**src/rtl/ifetch_buffer.sv**
```systemverilog
// ---------------------------------------------------------------------------
// ifetch_buffer
//
// Instruction fetch buffer sitting between the fetch-bus response path and
// the aligner. It is a circular FIFO of DEPTH entries. Each entry holds
// {err[2:0], skip, pred[1:0], data[31:0]}.
//
// The head entry is presented to the aligner as an info/instr/pred triple.
// The head is popped on every cycle in which the aligner does not stall.
//
// Optional feature (macro IFB_BYPASS_EN):
//   When IFB_BYPASS_EN is defined and the buffer is empty, an incoming write
//   drives the outputs combinationally in the same cycle.
//   - If the aligner is not stalling, that word is consumed immediately and
//     is never stored.
//   - If the aligner is stalling, the word is stored normally.
//   When IFB_BYPASS_EN is undefined, a write reaches the outputs one cycle
//   after it is accepted, at the earliest.
//
// Parameters:
//   DEPTH  number of entries (power of two, >= 2)
//   CW     occupancy counter width (derived, do not override)
//
// Ports:
//   s_clk_i     clock
//   s_resetn_i  asynchronous active-low reset
//   s_flush_i   synchronous flush; drops every entry
//   s_wvalid_i  fetch response valid
//   s_wdata_i   fetched word
//   s_werr_i    fetch error code
//   s_wskip_i   lower halfword not part of the instruction stream
//   s_wpred_i   prediction marks: [0] from lower half, [1] from upper half
//   s_wready_o  buffer not full (from registered occupancy only)
//   s_stall_i   aligner stall; the head is popped only when this is low
//   s_info_o    [0] nop, [1] lower half invalid, [4:2] fetch error
//   s_instr_o   head word
//   s_pred_o    head prediction marks
//   s_occ_o     number of valid entries
//   s_ovf_o     one-cycle pulse after a write was dropped because the
//               buffer was full
// ---------------------------------------------------------------------------
module ifetch_buffer #(
    parameter int DEPTH = 4,
    parameter int CW    = $clog2(DEPTH) + 1
) (
    input  logic          s_clk_i,
    input  logic          s_resetn_i,
    input  logic          s_flush_i,
    input  logic          s_wvalid_i,
    input  logic [31:0]   s_wdata_i,
    input  logic [2:0]    s_werr_i,
    input  logic          s_wskip_i,
    input  logic [1:0]    s_wpred_i,
    output logic          s_wready_o,
    input  logic          s_stall_i,
    output logic [4:0]    s_info_o,
    output logic [31:0]   s_instr_o,
    output logic [1:0]    s_pred_o,
    output logic [CW-1:0] s_occ_o,
    output logic          s_ovf_o
);

    localparam int            AW       = $clog2(DEPTH);
    localparam logic [CW-1:0] OCC_FULL = CW'(DEPTH);
    localparam logic [4:0]    INFO_NOP = 5'b00001;

    // Entry storage. The storage arrays are deliberately not reset.
    // Entries are only ever read when the occupancy says they were written.
    logic [31:0]   mem_data [DEPTH];
    logic [2:0]    mem_err  [DEPTH];
    logic          mem_skip [DEPTH];
    logic [1:0]    mem_pred [DEPTH];

    logic [AW-1:0] wp;
    logic [AW-1:0] rp;
    logic [CW-1:0] occ;
    logic          ovf;

    logic          full;
    logic          hv;
    logic          push;
    logic          pop;
    logic          bypass_hit;
    logic          bypass_take;

    assign full = (occ == OCC_FULL);
    assign hv   = (occ != '0);

`ifdef IFB_BYPASS_EN
    // The write port feeds the outputs only while the buffer is empty.
    // If the aligner takes the word in that same cycle, it is never stored.
    assign bypass_hit  = ~hv & s_wvalid_i & ~s_flush_i;
    assign bypass_take = bypass_hit & ~s_stall_i;
`else
    assign bypass_hit  = 1'b0;
    assign bypass_take = 1'b0;
`endif

    // A pop in the same cycle does not free a slot for a write.
    // The write is gated by the registered full flag only.
    assign push = s_wvalid_i & ~full & ~s_flush_i & ~bypass_take;
    assign pop  = hv & ~s_stall_i & ~s_flush_i;

    // Pointers and occupancy
    always_ff @(posedge s_clk_i or negedge s_resetn_i) begin
        if (!s_resetn_i) begin
            wp  <= '0;
            rp  <= '0;
            occ <= '0;
        end else if (s_flush_i) begin
            wp  <= '0;
            rp  <= '0;
            occ <= '0;
        end else begin
            if (push) begin
                wp <= wp + 1'b1;
            end
            if (pop) begin
                rp <= rp + 1'b1;
            end
            occ <= occ + CW'(push) - CW'(pop);
        end
    end

    // Overflow is reported only for writes that were rejected because the
    // buffer was full. A write dropped by a flush does not raise it.
    always_ff @(posedge s_clk_i or negedge s_resetn_i) begin
        if (!s_resetn_i) begin
            ovf <= 1'b0;
        end else begin
            ovf <= s_wvalid_i & full & ~s_flush_i;
        end
    end

    // Storage write
    always_ff @(posedge s_clk_i) begin
        if (push) begin
            mem_data[wp] <= s_wdata_i;
            mem_err[wp]  <= s_werr_i;
            mem_skip[wp] <= s_wskip_i;
            mem_pred[wp] <= s_wpred_i;
        end
    end

    // Head presentation. With no valid head, the outputs show a nop.
    always_comb begin
        s_info_o  = INFO_NOP;
        s_instr_o = '0;
        s_pred_o  = '0;
        if (bypass_hit) begin
            s_info_o  = {s_werr_i, s_wskip_i, 1'b0};
            s_instr_o = s_wdata_i;
            s_pred_o  = s_wpred_i;
        end else if (hv) begin
            s_info_o  = {mem_err[rp], mem_skip[rp], 1'b0};
            s_instr_o = mem_data[rp];
            s_pred_o  = mem_pred[rp];
        end
    end

    assign s_wready_o = ~full;
    assign s_occ_o    = occ;
    assign s_ovf_o    = ovf;

endmodule

```
**config.mk**
```make
export PLATFORM = sky130hd
export DESIGN_NAME = ifetch_buffer
export DESIGN_NICKNAME = d
export VERILOG_FILES = /design/src/rtl/ifetch_buffer.sv
export SDC_FILE = /design/constraint.sdc
export NUM_CORES = 1
export LEC_CHECK = 0
export BUFFER_PORTS_ARGS = -buffer_cell sky130_fd_sc_hd__buf_2
export CAP_MARGIN = 5
export CORE_MARGIN = 10
export CORE_UTILIZATION = 35
export CTS_BUF_LIST = sky130_fd_sc_hd__clkbuf_4 sky130_fd_sc_hd__clkbuf_8
export DETAILED_ROUTE_END_ITERATION = 10
export GPL_TIMING_DRIVEN = 0
export PLACE_DENSITY_LB_ADDON = 0.08
export SYNTH_ARGS = -nofsm -noshare
export SYNTH_HDL_FRONTEND = slang
export SYNTH_SLANG_ARGS = --single-unit
```
**constraint.sdc**
```tcl
create_clock -name s_clk_i -period 3.44 [get_ports s_clk_i]
set_input_delay 0.688 -clock s_clk_i [delete_from_list [all_inputs] [get_ports s_clk_i]]
set_output_delay 0.688 -clock s_clk_i [all_outputs]
set_load 0.1 [all_outputs]
```
==> impl_metrics.tcl <==
set metrics [dict create \
    status "finished clean" \
    dp_worst_setup_slack_ps 436 \
    dp.cells 605 \
    grt_max_degree 24 \
    tritoncts "yes" \
    slew_headroom_pct 52.7 \
    drt_iter0_markers 86 \
    cts_hold_buf 0 \
    critPathLaunchType "flop" \
    syn_nets 340 \
    ys_ff_latch 160 \
    drc 0 \
    rsz0062_at_grt "no" \
    fin_crit_ps 3100 \
    cts.sinks 160 \
    drt_first_pass_iters 4 \
    crit_chain "nor3_2 -> clkbuf_1 -> nor2b_1 -> buf_2" \
    synth.avg_cell_area_um2 21.5 \
    netlist_area_mm2 0.00624 \
    cp_slowest_cell "clkbuf_1" \
    drive_gt1_share_pct 43.9 \
    synth-main-ff-cell "edfxtp_1" \
    clock_skew_ps 12.8 \
    fin_crit_sh_pct 90.1 \
    std_cell_rows 48 \
    dp_hpwl_mm 8.06 \
    io_buffers 86 \
    fmax_mhz 323 \
    clock_latency_ps 440 \
    final_cell_mix "152 x edfxtp_1, 87 x buf_2, 38 x mux4_2" \
    cts_setup_buffers 0 \
    fin_ws_ps 341 \
    grt_pass1_wl_mm 19.6 \
    cp_max_fo 10 \
    grt.overflow.total 0 \
    cap_violations 0 \
    coreArea_mm2 0.0174 \
    critPathKind "flop to output pin" \
    grt_antenna_before_repair 2 \
    endpoint_kind "output pin" \
    gp_congestion 0.657 \
    grt_pass1_vias 3405 \
    timing.rr.end "s_occ_o[2]" \
    r2r_slack_ps 530 \
    cts_max_level 4 \
    slowest_delay_ps 530 \
    syn2layout_area_growth_pct 21.1 \
    synth_edf_count 152 \
    hold_ws_ps 90.2 \
    drt_wl_total_mm 12.7 \
    ctsResizeCount 0 \
    die_area_mm2 0.0236 \
    die_w_um 154 \
    drtAntennaViolNets 0 \
    reg2reg_depth 11 \
    hold_viol_final 0 \
    synth.distinct_cells 27 \
    timing.rr.start "s_occ_o[1]" \
    initial_core_util_pct 35.9 \
    grt_usage_pct 10.9 \
    path_clk_slew_ps 80 \
    via_per_inst 4.73 \
    vias 3017 \
    cp.required_ps 2750 \
    hold_path_class "input pin to async pin" \
    cts_made_buffers 17 \
    clockBufferDepth 2 \
    ctsRootBufferMaster "clkbuf_8" \
    tightest_slew_ps 709 \
    finalNonFillerCells 638 \
    syn-instance-count 290 \
    wire_per_inst_um 19.8 \
    synthArstFlopShare_pct 5.00 \
    setup_violations 0 \
    die-height_um 154 \
    yosysSeqAreaShare_pct 76.3 \
    slew_viol_final 0 \
    ios 87 \
    layout_commonest_cell "edfxtp_1" \
    yosys_warnings 0 \
    nets 449 \
    cp.arrival_ps 2410 \
]
==> worst max-delay path: cells and delay by family, from the launching register on <==
kind	cells	cell delay (ps)
AND/OR/NAND/NOR	2	660
buffers and inverters	2	860
flip-flops	1	460
==> registers in the layout, summed over array words and instances, names as in the netlist <==
name      cells
mem_pred      8
mem_skip      4
wp            2
mem_err      12
mem_data    128
rp            2
s_occ_o       3
s_ovf_o       1
==> cell families after synthesis <==
| group | share of synthesized area (%) |
|---|---|
| flip-flops | 76.3 |
| AO/OA/AOI/OAI | 0.441 |
| XOR/XNOR | 0.140 |
| buffers and inverters | 1.64 |
| multiplexers | 13.9 |
| adder cells (fa/ha/maj) | 1.52 |
| AND/OR/NAND/NOR | 6.01 |
==> synth_stat cells (4+ instances only) <==
library cell | number | area share [%]
nor2b_1 | 39 | 3.9
dfrtp_1 | 8 | 3.2
mux4_2 | 38 | 14
buf_6 | 4 | 0.72
nor2_1 | 4 | 0.24
inv_1 | 5 | 0.30
edfxtp_1 | 152 | 73
and2_1 | 5 | 0.50
ha_1 | 6 | 1.2
buf_1 | 4 | 0.24
clkbuf_1 | 5 | 0.30
==> through the flow <==
step / setup TNS [ps] / instance area [µm²] / util [%]
5_1_grt: 0 / 7560 / 43.4
2_1_floorplan: -405 / 6260 / -
3_3_place_gp: 0 / 6970 / 40.0
6_report: 0 / 7560 / 43.4
4_1_cts: 0 / 7560 / 43.4
3_5_place_dp: 0 / 7050 / 40.5
==> worst max-delay path by stage <==
stage | slack (ps) | depth (start not counted) | endpoint | start
2_1_floorplan | -80 | 3 | s_instr_o[26] | s_occ_o[1]
3_3_place_gp | 130 | 3 | mem_data[1][19] | s_flush_i
3_5_place_dp | 440 | 11 | s_occ_o[2] | s_occ_o[1]
4_1_cts | 200 | 4 | s_instr_o[18] | s_occ_o[1]
5_1_grt | 120 | 4 | s_instr_o[18] | s_occ_o[1]
6_report | 340 | 4 | s_instr_o[18] | s_occ_o[1]
==> per-layer routing <==
layer  share of wire, %  wire [µm]  up-vias  track usage, %
met1                 42       5320     1551            12.6
met2                 51       6450       66            18.4
met5              0.055          7        -               0
met4                1.2        158        2            3.51
li1                   -          -     1379               -
met3                5.8        729       19            4.21
==> cell type report <==
class                      count  area (µm²)
clock buffer                  19         249
tap                          225         282
clock inverter                13         258
antenna                        1        2.50
timing repair buffer          90         510
buffer                        14        85.1
multi-input combinational    111        1390
fill                        1579        9850
inverter                       5        18.8
sequential                   160        4770
Power is left out: the tool's default activity adds up to more than one toggle a clock period on the data nets, which glitch-free logic cannot reach.
